===== src/rtl/mem_fill_arb_if.sv =====
// rtl/mem_fill_arb_if.sv - cache-miss / memory-read / fill-port bundle for mem_fill_arb
interface mem_fill_arb_if;
    logic        i_miss;
    logic [15:0] i_addr;
    logic        d_miss;
    logic [15:0] d_addr;
    logic        mem_en;
    logic [15:0] mem_addr;
    logic        mem_data_valid;
    logic [15:0] mem_data_in;
    logic [15:0] fill_data;
    logic [2:0]  fill_word;
    logic        fill_we_i;
    logic        fill_we_d;
    logic        tag_we_i;
    logic        tag_we_d;
    logic        i_fill_done;
    logic        d_fill_done;
    logic        busy;

    modport master (
        input  i_miss, i_addr, d_miss, d_addr, mem_data_valid, mem_data_in,
        output mem_en, mem_addr, fill_data, fill_word, fill_we_i, fill_we_d,
               tag_we_i, tag_we_d, i_fill_done, d_fill_done, busy
    );

    modport slave (
        output i_miss, i_addr, d_miss, d_addr, mem_data_valid, mem_data_in,
        input  mem_en, mem_addr, fill_data, fill_word, fill_we_i, fill_we_d,
               tag_we_i, tag_we_d, i_fill_done, d_fill_done, busy
    );
endinterface


===== src/rtl/mem_fill_arb.sv =====
// rtl/mem_fill_arb.sv - I/D cache line-fill arbiter, 8 x 16-bit words per block
// Optional FILL_ARB_RR_EN: round-robin on simultaneous misses (default fixed D priority).
module mem_fill_arb (
    input  logic          clk,
    input  logic          rst,
    mem_fill_arb_if.master fill_bus
);
    typedef enum logic [1:0] {S_IDLE, S_FILL, S_DONE} state_t;

`ifdef FILL_ARB_RR_EN
    localparam logic RR_EN = 1'b1;
`else
    localparam logic RR_EN = 1'b0;
`endif

    state_t      r_state, w_state_nxt;
    logic        r_gnt, w_gnt_nxt;
    logic [11:0] r_blk, w_blk_nxt;
    logic [3:0]  r_iss, w_iss_nxt;
    logic [2:0]  r_rcv, w_rcv_nxt;
    logic        r_last, w_last_nxt;

    logic        w_prefer_d;
    logic        w_pick_d;
    logic        w_any_miss;
    logic        w_issue;
    logic        w_recv;
    logic        w_last_word;
    logic        w_done;

    // r_last holds the previous winner (1 = D); initial value I makes D the first preference
    assign w_prefer_d  = ~RR_EN | ~r_last;
    assign w_any_miss  = fill_bus.i_miss | fill_bus.d_miss;
    assign w_pick_d    = fill_bus.d_miss & (~fill_bus.i_miss | w_prefer_d);
    assign w_issue     = (r_state == S_FILL) & ~r_iss[3];
    assign w_recv      = (r_state == S_FILL) & fill_bus.mem_data_valid;
    assign w_last_word = w_recv & (r_rcv == 3'd7);
    assign w_done      = (r_state == S_DONE);

    always_ff @(posedge clk) begin
        if (rst) begin
            r_state <= S_IDLE;
            r_gnt   <= 1'b0;
            r_blk   <= '0;
            r_iss   <= '0;
            r_rcv   <= '0;
            r_last  <= 1'b0;
        end else begin
            r_state <= w_state_nxt;
            r_gnt   <= w_gnt_nxt;
            r_blk   <= w_blk_nxt;
            r_iss   <= w_iss_nxt;
            r_rcv   <= w_rcv_nxt;
            r_last  <= w_last_nxt;
        end
    end

    always_comb begin
        w_state_nxt = r_state;
        w_gnt_nxt   = r_gnt;
        w_blk_nxt   = r_blk;
        w_iss_nxt   = r_iss;
        w_rcv_nxt   = r_rcv;
        w_last_nxt  = r_last;
        case (r_state)
            S_IDLE: begin
                if (w_any_miss) begin
                    w_state_nxt = S_FILL;
                    w_gnt_nxt   = w_pick_d;
                    w_blk_nxt   = w_pick_d ? fill_bus.d_addr[15:4] : fill_bus.i_addr[15:4];
                    w_iss_nxt   = '0;
                    w_rcv_nxt   = '0;
                    w_last_nxt  = w_pick_d;
                end
            end
            S_FILL: begin
                if (w_issue) begin
                    w_iss_nxt = r_iss + 4'd1;
                end
                if (w_recv) begin
                    w_rcv_nxt = r_rcv + 3'd1;
                    if (r_rcv == 3'd7) begin
                        w_state_nxt = S_DONE;
                    end
                end
            end
            S_DONE: begin
                w_state_nxt = S_IDLE;
            end
            default: begin
                w_state_nxt = S_IDLE;
            end
        endcase
    end

    // every data output is forced to zero unless its enable is active
    assign fill_bus.mem_en      = w_issue;
    assign fill_bus.mem_addr    = w_issue ? {r_blk, r_iss[2:0], 1'b0} : 16'd0;
    assign fill_bus.fill_data   = w_recv ? fill_bus.mem_data_in : 16'd0;
    assign fill_bus.fill_word   = w_recv ? r_rcv : 3'd0;
    assign fill_bus.fill_we_i   = w_recv & ~r_gnt;
    assign fill_bus.fill_we_d   = w_recv & r_gnt;
    assign fill_bus.tag_we_i    = w_last_word & ~r_gnt;
    assign fill_bus.tag_we_d    = w_last_word & r_gnt;
    assign fill_bus.i_fill_done = w_done & ~r_gnt;
    assign fill_bus.d_fill_done = w_done & r_gnt;
    assign fill_bus.busy        = (r_state != S_IDLE);
endmodule


===== src/flat_wrapper.sv =====
// flat-port wrapper written by rule: the top's interface ports become plain ports
module mem_fill_arb_flat 
  (clk, rst, fill_bus_i_miss, fill_bus_i_addr, fill_bus_d_miss, fill_bus_d_addr, fill_bus_mem_data_valid, fill_bus_mem_data_in, fill_bus_mem_en, fill_bus_mem_addr, fill_bus_fill_data, fill_bus_fill_word, fill_bus_fill_we_i, fill_bus_fill_we_d, fill_bus_tag_we_i, fill_bus_tag_we_d, fill_bus_i_fill_done, fill_bus_d_fill_done, fill_bus_busy);
  mem_fill_arb_if fill_bus_i ();
  input  logic clk;
  input  logic rst;
  input wire logic [$bits(fill_bus_i.i_miss)-1:0] fill_bus_i_miss;
  input wire logic [$bits(fill_bus_i.i_addr)-1:0] fill_bus_i_addr;
  input wire logic [$bits(fill_bus_i.d_miss)-1:0] fill_bus_d_miss;
  input wire logic [$bits(fill_bus_i.d_addr)-1:0] fill_bus_d_addr;
  input wire logic [$bits(fill_bus_i.mem_data_valid)-1:0] fill_bus_mem_data_valid;
  input wire logic [$bits(fill_bus_i.mem_data_in)-1:0] fill_bus_mem_data_in;
  output wire logic [$bits(fill_bus_i.mem_en)-1:0] fill_bus_mem_en;
  output wire logic [$bits(fill_bus_i.mem_addr)-1:0] fill_bus_mem_addr;
  output wire logic [$bits(fill_bus_i.fill_data)-1:0] fill_bus_fill_data;
  output wire logic [$bits(fill_bus_i.fill_word)-1:0] fill_bus_fill_word;
  output wire logic [$bits(fill_bus_i.fill_we_i)-1:0] fill_bus_fill_we_i;
  output wire logic [$bits(fill_bus_i.fill_we_d)-1:0] fill_bus_fill_we_d;
  output wire logic [$bits(fill_bus_i.tag_we_i)-1:0] fill_bus_tag_we_i;
  output wire logic [$bits(fill_bus_i.tag_we_d)-1:0] fill_bus_tag_we_d;
  output wire logic [$bits(fill_bus_i.i_fill_done)-1:0] fill_bus_i_fill_done;
  output wire logic [$bits(fill_bus_i.d_fill_done)-1:0] fill_bus_d_fill_done;
  output wire logic [$bits(fill_bus_i.busy)-1:0] fill_bus_busy;
  assign fill_bus_i.i_miss = fill_bus_i_miss;
  assign fill_bus_i.i_addr = fill_bus_i_addr;
  assign fill_bus_i.d_miss = fill_bus_d_miss;
  assign fill_bus_i.d_addr = fill_bus_d_addr;
  assign fill_bus_i.mem_data_valid = fill_bus_mem_data_valid;
  assign fill_bus_i.mem_data_in = fill_bus_mem_data_in;
  assign fill_bus_mem_en = fill_bus_i.mem_en;
  assign fill_bus_mem_addr = fill_bus_i.mem_addr;
  assign fill_bus_fill_data = fill_bus_i.fill_data;
  assign fill_bus_fill_word = fill_bus_i.fill_word;
  assign fill_bus_fill_we_i = fill_bus_i.fill_we_i;
  assign fill_bus_fill_we_d = fill_bus_i.fill_we_d;
  assign fill_bus_tag_we_i = fill_bus_i.tag_we_i;
  assign fill_bus_tag_we_d = fill_bus_i.tag_we_d;
  assign fill_bus_i_fill_done = fill_bus_i.i_fill_done;
  assign fill_bus_d_fill_done = fill_bus_i.d_fill_done;
  assign fill_bus_busy = fill_bus_i.busy;
  mem_fill_arb u_core (.clk(clk), .rst(rst), .fill_bus(fill_bus_i));
endmodule

===== config.mk =====
export PLATFORM = sky130hd
export DESIGN_NAME = mem_fill_arb_flat
export DESIGN_NICKNAME = d
export VERILOG_FILES = /design/src/rtl/mem_fill_arb_if.sv /design/src/rtl/mem_fill_arb.sv /design/src/flat_wrapper.sv
export SDC_FILE = /design/constraint.sdc
export NUM_CORES = 1
export LEC_CHECK = 0
export CORE_MARGIN = 1
export CORE_UTILIZATION = 34
export DETAILED_ROUTE_END_ITERATION = 16
export PLACE_DENSITY = 0.81
export SETUP_SLACK_MARGIN = 0.3
export SYNTH_ARGS = -nofsm -noshare
export SYNTH_HDL_FRONTEND = slang
export SYNTH_SLANG_ARGS = --single-unit

===== constraint.sdc =====
create_clock -name clk -period 1.85 [get_ports clk]
set_clock_uncertainty 0.15 [all_clocks]
set_input_delay 0.37 -clock clk [delete_from_list [all_inputs] [get_ports clk]]
set_output_delay 0.37 -clock clk [all_outputs]
set_load 0.02 [all_outputs]

Yosys cells after proc, flatten, opt, wreduce, memory -nomap -nowiden
Index checks and enable logic that the tools add are counted.
- $add $sub $neg: 2
- bitwise operators: 12
- multiplexer cells: 14
- equality and inequality tests: 7
- reductions and logical operators: 7
- operators by type and width (cell ; count):
    $mux W16 ; 2
    $mux W12 ; 1
    $and A1 B1 Y1 ; 9
    $mux W3 ; 3
    $reduce_and A3 Y1 ; 3
    $mux W4 ; 2
    $pmux W4 S2 ; 1
    $mux W2 ; 3
    $ne A2 B1 Y1 const B ; 3
    $pmux W3 S2 ; 1
    $add A4 B1 Y4 const B ; 1
    $pmux W2 S2 ; 1
    $reduce_bool A2 Y1 ; 2
    $add A3 B1 Y3 const B ; 1
    $eq A3 B3 Y1 const B ; 1
    $eq A2 B1 Y1 const B ; 1
    $eq A2 B2 Y1 const B ; 1
    $logic_not A2 Y1 ; 1
    $ne A2 B2 Y1 const B ; 1
    $not A1 Y1 ; 2
    $reduce_and A2 Y1 ; 1
    $or A1 B1 Y1 ; 1
- register bits: 22
- output and inout port bits: 43

Logic depth before layout (Yosys ltp)
Gate-level depths: netlist of the first run.
- depth after elaboration: 4
- mapped depth: 5

Least setup slack after synthesis of the first run
OpenSTA, ideal clock, no wires.
- kind: register -> output
- start point: register u_core.r_state[0]
- end point: output fill_bus_mem_addr[10]
- slack: -5 ps
- cell stages (with the launch flop): 5
- arrival: 1335 ps
- path through: dfxtp_1 or3b_1 inv_2 buf_4 and2_1
- word-level cells in the longest chain between the ends: 3
- ends and longest elaborated chain (what ; RTL line ; text):
    from (decl) ; mem_fill_arb.sv:16 ; state_t r_state, w_state_nxt;
    from (signal assigned) ; mem_fill_arb.sv:49 ; r_state <= w_state_nxt;
    $eq A2 B1 Y1 ; mem_fill_arb.sv:35 ; assign w_issue = (r_state == S_FILL) & ~r_iss[3];
    $and A1 B1 Y1 ; mem_fill_arb.sv:35 ;
    via fill_bus_mem_en ; flat_wrapper.sv:13 ; output wire logic [$bits(fill_bus_i.mem_en)-1:0] fill_bus_mem_en;
    $mux W16 ; mem_fill_arb.sv:98 ; assign fill_bus.mem_addr = w_issue ? {r_blk, r_iss[2:0], 1'b0} : 16'd0;
    to (decl) ; flat_wrapper.sv:14 ; output wire logic [$bits(fill_bus_i.mem_addr)-1:0] fill_bus_mem_addr;
The timed path passes the listed nets, and every way through them passes these cells.

Final worst setup path of the first run
- start point: register u_core.r_state[1]
- end point: output fill_bus_mem_addr[11]
- word-level cells in the longest chain between the ends: 3
- ends and longest elaborated chain (what ; RTL line):
    $eq A2 B1 Y1 ; mem_fill_arb.sv:35
    $and A1 B1 Y1 ; mem_fill_arb.sv:35
    $mux W16 ; mem_fill_arb.sv:98
Every way passes these cells.

==> summary.md, run 1 <==
| Metric | Value |
|---|---|
| Routability cong. | 0.727 |
| Post-layout min period | 1980 ps |
| Critical path peak fanout | 8 |
| Hold buffers post-CTS | 0 |
| Global Route Usage Sum | around 22% |
| Worst-path clk slew | ~80 ps |
| DRT Wirelength | 4.41 mm |
| DP Area | roughly 2400 um2 |
| Util after Layout | about 78% |
| Vias post-DR | ~1500 |
| Status | complete, but fails checks |
| Failing checks | negative setup slack |
| Synthesized Nets | between 200 and 250 |
| Yosys top cell area share | 34.5% |
| Synthesized area | roughly 1300 um2 |
| Row cnt | 21 |
| Number of synthesized flops with an enable pin | 0 |
| Max-cap violations | 0 |
| Area of the multi-input gates | 890 um2 |
| Root buf cell | clkbuf_8 |
| Starting Density | between 30 and 40% |
| Fill cell count | between 200 and 250 |
| PnR worst setup slack | -135 ps |
| Drt drc | 0 |
| Top cells by area, synth | dfxtp_1 (34%), and2_1 (18%), mux2i_1 (9.4%) |
| CP arrival | ~1500 ps |
| Die width | about 63 um |
| ANT cells | 0 |
| PortBufs | 86 |
| I/O pins | 96 |
| Flops & latches, synth | 22 |
| Most common cell in the netlist | and2_1 |
| Post-synthesis sequential area ratio | 34.5% |
| Max-slew violation count | 0 |
| DR vias/cell | approximately 5 |
| Tcrit/Tclk final | 107% |
| DR pass1 iterations | 4 |
| Post-route design area | approximately 2700 um2 |
| Die Y | ~63 um |
| Max Fclk | just over 500 MHz |
| Share of cells above drive strength 1 | 49.4% |
| Critical Path Start | u_core.r_state[1]$_SDFFE_PP0P_ |
| Overall Power | roughly 0.0015 W |
| FF-to-FF Start | u_core.r_state[1]$_SDFFE_PP0P_ |
| FF+latch area | 445 um2 |
| Avg WL per Cell | 14.3 um |
| Crit Path Class | reg -> out |
| Core area | 3470 um2 |
| Syn_area_per_cell | 8.46 um2 |
| Vias in the first global route | around 1500 |
| Area grow syn2layout | 111% |
| CP Launch Type | flip-flop |
| Synth cell count leaders | and2_1 (36), dfxtp_1 (22), a21oi_1 (18) |
| Clk_lat worst skew | roughly 260 ps |
| Reg2Reg Depth | 8 |
| # H-tree levels | 1 |
| Worst r2r dst | u_core.r_rcv[0]$_SDFFE_PP0P_ |
| Antenna violations before repair | 0 |
| First-pass GRT wire length | about 7.0 mm |
| Cells after Synth | approximately 150 |
| Reg2reg setup slack | about 200 ps |
| Ys async rst share | 0% |
| Remaining global-route overflow | 0 |
| Final setup violation count | 38 |
| Crit end category | output port |
| Hold path start | u_core.r_blk[2]$_SDFFE_PP0P_ |
| Pwr dens | about 550 nW/um2 |
| Fin Setup TNS | -3910 ps |
| Nets@finish | 320 |
| Routed Antenna Nets | 0 |
| DPL Wire Length | between 3 and 4 mm |
| Leak | about 1.2 nW |
| Post-synthesis cell type with the largest combined area | dfxtp_1 |
| Initial DRC Count | 46 |
| Largest net degree at the start of global routing | 18 |
| CP Data Required Time | ~1300 ps |
| Tightest Hold Check Type | reg -> reg |
| Main synth FF type | dfxtp_1 |
| Deepest clock path buffer count | 2 |
| Final Hold Viols | 0 |
| Clock Sinks | 22 |
| Maximum vdd drop | a little over 0.4 mV |
| Distinct cell type count after synthesis | 31 |
| Die ar. | between 4000 and 5000 um2 |
| CTS tree | built |
| Yosys warning count | 0 |
| Cts bufs inserted | 3 |
| RSZ-0062 raised after global routing | true |
| Crit path to | fill_bus_mem_addr[11] |
[cell usage in the layout, fill, tap and decap left out, types with 2 or more instances in the layout]
cell type	netlist	final
and2_2	0	12
buf_6	0	46
mux2i_1	12	12
a21oi_1	18	16
a211oi_1	12	12
o211ai_1	3	3
nand3b_1	2	2
clkbuf_8	0	3
buf_12	0	2
clkdlybuf4s50_1	0	43
nor2_4	0	2
nand2_1	7	7
dfxtp_1	22	20
and2_4	0	24
buf_4	2	20
a21oi_2	0	2
ha_1	3	2
buf_2	3	4
[where the power goes]
group	switching (W)	internal (W)
Sequential	0.0000234	0.000509
Clock	0.000157	0.000289
Combinational	0.000217	0.000295
Total	0.000397	0.00109
[state kept, by name, summed over array words and instances, names as in the netlist]
name,flops
u_core.r_state,2
u_core.r_iss,4
u_core.r_gnt,1
u_core.r_rcv,3
u_core.r_blk,12
[per-stage QoR]
stage | hold slack [ps] | cells | setup slack (ps)
final | 370 | 309 | -135
after global routing | 389 | 309 | -177
after global placement | 351 | 292 | -613
after detailed placement | 363 | 292 | -644
after floorplan | 292 | 151 | 177
after CTS | 367 | 302 | -157
[cell families (layout without fill, tap and decap cells)]
family          Yosys count  after routing  synth area share (%)
fa+ha+maj                 3              3                  2.94
mux                      12             12                  9.40
other cells               1              1                 0.294
simple gates             60             60                  28.7
xor+xnor                  1              1                 0.686
compound gates           38             38                  18.5
flops                    22             22                  34.5
buf+inv                  14            126                  4.99
[per-layer routing]
| metal | vias to the layer above | GRT usage, % | part of all wire (%) |
|---|---|---|---|
| met5 | - | 0 | 0 |
| met4 | 0 | 4.83 | 0.39 |
| met3 | 4 | 3.26 | 4.2 |
| met2 | 59 | 39.2 | 53 |
| met1 | 704 | 27.5 | 43 |
| li1 | 759 | - | - |
[cell type report]
class / count / share of cell area, %
Timing Repair Buffer: 117 / 44.3
Multi-Input combinational cell: 115 / 33.1
Sequential cell: 22 / 16.6
Tap cell: 46 / 2.14
Clock buffer: 3 / 1.53
Clock inverter: 1 / 1.12
Inverter: 3 / 0.698
Timing Repair inverter: 2 / 0.558
[what timing repair did]
item,CTS,global route
endpoints found under the setup margin,56,61
buffers inserted,4,5
pin swaps,3,8
gates resized for setup,264,21
gates cloned,2,2
[how the worst min path moves through the flow]
stage	endpoint	cells past startpoint
finish	u_core.r_blk[2]$_SDFFE_PP0P_	2
CTS	u_core.r_iss[3]$_SDFFE_PP0P_	2
floorplan	u_core.r_state[1]$_SDFFE_PP0P_	1
global route	u_core.r_iss[3]$_SDFFE_PP0P_	2
detailed placement	u_core.r_blk[2]$_SDFFE_PP0P_	2
global placement	u_core.r_blk[11]$_SDFFE_PP0P_	2
[worst max-delay path, cell delays in order, from the launching register on]
cell and delay, ps:
dfxtp_2 340, or3b_4 490, inv_6 120, and2_4 150, buf_6 110
Note: power is estimated with default switching activity, not from simulation.
==> run 2: changes to the inputs <==
--- a/config.mk
+++ b/config.mk
@@ -8,6 +8,7 @@
 export CORE_MARGIN = 1
 export CORE_UTILIZATION = 34
 export DETAILED_ROUTE_END_ITERATION = 16
+export HOLD_SLACK_MARGIN = 0.1
 export PLACE_DENSITY = 0.81
 export SETUP_SLACK_MARGIN = 0.3
 export SYNTH_ARGS = -nofsm -noshare
==> results of run 2 <==
The final DEF is identical to that of run 1; final timing and power are the same.
==> run 3: changes to the inputs <==
--- a/config.mk
+++ b/config.mk
@@ -5,6 +5,7 @@
 export SDC_FILE = /design/constraint.sdc
 export NUM_CORES = 1
 export LEC_CHECK = 0
+export CORE_ASPECT_RATIO = 1.1
 export CORE_MARGIN = 1
 export CORE_UTILIZATION = 34
 export DETAILED_ROUTE_END_ITERATION = 16
==> summary.md, run 3 (synthesis results as in run 1) <==
| Metric | Value |
|---|---|
| Global Route Usage Sum | 20.8% |
| Critical path peak fanout | 5 |
| Core area | about 3600 um2 |
| Tightest Hold Check Type | reg -> reg |
| Root buf cell | clkbuf_8 |
| Area grow syn2layout | 109% |
| DRT Wirelength | about 4.4 mm |
| Largest net degree at the start of global routing | 23 |
| Crit end category | output port |
| Final setup violation count | 37 |
| Vias in the first global route | around 1500 |
| Starting Density | between 30% and 40% |
| Avg WL per Cell | about 14 um |
| CTS tree | built |
| DR vias/cell | 4.89 |
| Clk_lat worst skew | about 260 ps |
| Global routing usage on met3 | under 10% |
| Met1 usage in global routing | around 22% |
| WP buf/inv | 2 |
| Top reg by flops | u_core.r_blk |
| Drt drc | 0 |
| Most frequent cells in the layout | clkdlybuf4s50_1 (43), buf_6 (39), and2_4 (25) |
| CP Data Required Time | 1330 ps |
| Overall Power | around 0.0013 W |
| Util after Layout | between 70% and 80% |
| Non-Filler Instances | between 300 and 400 |
| Grt peak-use layer | met2 |
| Max-cap violations | 0 |
| Max-slew violation count | 0 |
| Nets@finish | 321 |
| CP top delay family | simple AND/OR/NAND/NOR gates |
| Crit Path Class | reg -> out |
| Vias post-DR | 1536 |
| Slowest stage cell on the critical path | or3b_4 |
| Failing checks | negative setup slack |
| First-pass GRT wire length | roughly 6.4 mm |
| Cts bufs inserted | 3 |
| Final Hold Viols | 0 |
| CP Launch Type | flip-flop |
| Initial DRC Count | 35 |
| Status | complete, but fails checks |
| Slowest stage delay, CP | 460 ps |
| Die ar. | 4010 um2 |
| RSZ-0062 raised after global routing | true |
| Leak | between 1 and 1.5 nW |
| Post-layout min period | roughly 2000 ps |
| GRT met2 Usage | ~38% |
| Antenna violations before repair | 0 |
| Top Registers | u_core.r_blk x12, u_core.r_iss x4, u_core.r_rcv x3 |
| Deepest clock path buffer count | 2 |
| Tcrit/Tclk final | 106% |
| Pwr dens | approximately 500 nW/um2 |
| Die Y | 66.3 um |
| Max reg flops | 12 |
| Hold buffers post-CTS | 0 |
| Share of cells above drive strength 1 | a little over half |
| Routability cong. | 0.784 |
| PnR worst setup slack | -119 ps |
| Most common cell after layout, fill and taps aside | clkdlybuf4s50_1 |
| Routed Antenna Nets | 0 |
| Clock Sinks | 22 |
| CP arrival | 1450 ps |
| Maximum vdd drop | ~0.41 mV |
| DR pass1 iterations | 4 |
| Worst-path cell chain | or3b_4, inv_4, and2_4, buf_6 |
| Worst-path clk slew | ~80 ps |
| Die width | approximately 60 um |
| Max Fclk | 508 MHz |
| Row cnt | 23 |
| ANT cells | 0 |
| Placed cells | a little under 300 |
| I/O pins | 96 |
| Remaining global-route overflow | 0 |
| DPL Wire Length | about 3 mm |
| PortBufs | 86 |
| # H-tree levels | 1 |
run 3: cell types whose count changed in the layout (fill, tap and decap cells not counted), moves of 2 or more:
| cell | previous run | this run |
|---|---|---|
| a21oi_1 | 16 | 14 |
| a21oi_2 | 2 | 4 |
| buf_2 | 4 | 11 |
| buf_4 | 20 | 22 |
| buf_6 | 46 | 39 |
| mux2i_1 | 12 | 10 |
| mux2i_2 | 0 | 2 |
run 3: final cells by class:
| type | instances | area [um2] |
|---|---|---|
| repair inverters | 2 | 15.0 |
| repair buffers | 118 | 1140 |
| fillers | 277 | 960 |
| well taps | 50 | 62.6 |
| inverters | 3 | 21.3 |
| flip-flops and latches | 22 | 447 |
| multi-input cells | 115 | 937 |
| clock buffers | 4 | 45.0 |
run 3: per-stage QoR:
step | setup WS (ps) | instance area (um2) | TNS (ps) | hold WS, ps
2_1_floorplan | 177 | 1360 | 0 | 292
3_3_place_gp | -597 | 2400 | -21380 | 349
3_5_place_dp | -636 | 2400 | -22880 | 359
4_1_cts | -124 | 2500 | -3960 | 370
5_1_grt | -167 | 2670 | -5190 | 396
6_report | -119 | 2670 | -3320 | 369
run 3: path summary, 6_finish.rpt:
path	from	to	slack, ps	depth (start not counted)
max reg2reg	u_core.r_state[0]$_SDFFE_PP0P_	u_core.r_iss[3]$_SDFFE_PP0P_	150	7
min reg2reg	u_core.r_blk[5]$_SDFFE_PP0P_	u_core.r_blk[5]$_SDFFE_PP0P_	370	2
min	u_core.r_blk[5]$_SDFFE_PP0P_	u_core.r_blk[5]$_SDFFE_PP0P_	370	2
max	u_core.r_state[0]$_SDFFE_PP0P_	fill_bus_mem_addr[8]	-120	4
run 3: worst register-to-register path, cell delays in order, from the launching register on:
cell	delay (ps)
dfxtp_4	350
or3b_4	460
inv_6	120
buf_4	110
buf_6	90
buf_4	100
nand4_1	100
a21oi_2	160
run 3: report_power, final:
group | switching (W) | total, W | internal [W] | leakage, nW
Clock | 0.000152 | 0.000305 | 0.000153 | 0.0228
Sequential | 0.0000231 | 0.000532 | 0.000509 | 0.183
Combinational | 0.000221 | 0.000511 | 0.000290 | 0.990
Total | 0.000396 | 0.00135 | 0.000952 | 1.20
run 3: timing repair:
action / 4_1_cts / 5_1_grt
gates cloned: 2 / 0
resized for setup: 240 / 41
hold endpoints to repair: 0 / 0
setup buffers: 6 / 4
pin swaps: 10 / 9
setup endpoints to repair: 56 / 51
run 3: routing by layer:
| metal | up-vias | wire, um |
|---|---|---|
| li1 | 758 | - |
| met1 | 696 | 1620 |
| met2 | 76 | 2220 |
| met3 | 6 | 479 |
| met4 | 0 | 49 |
| met5 | - | 0 |
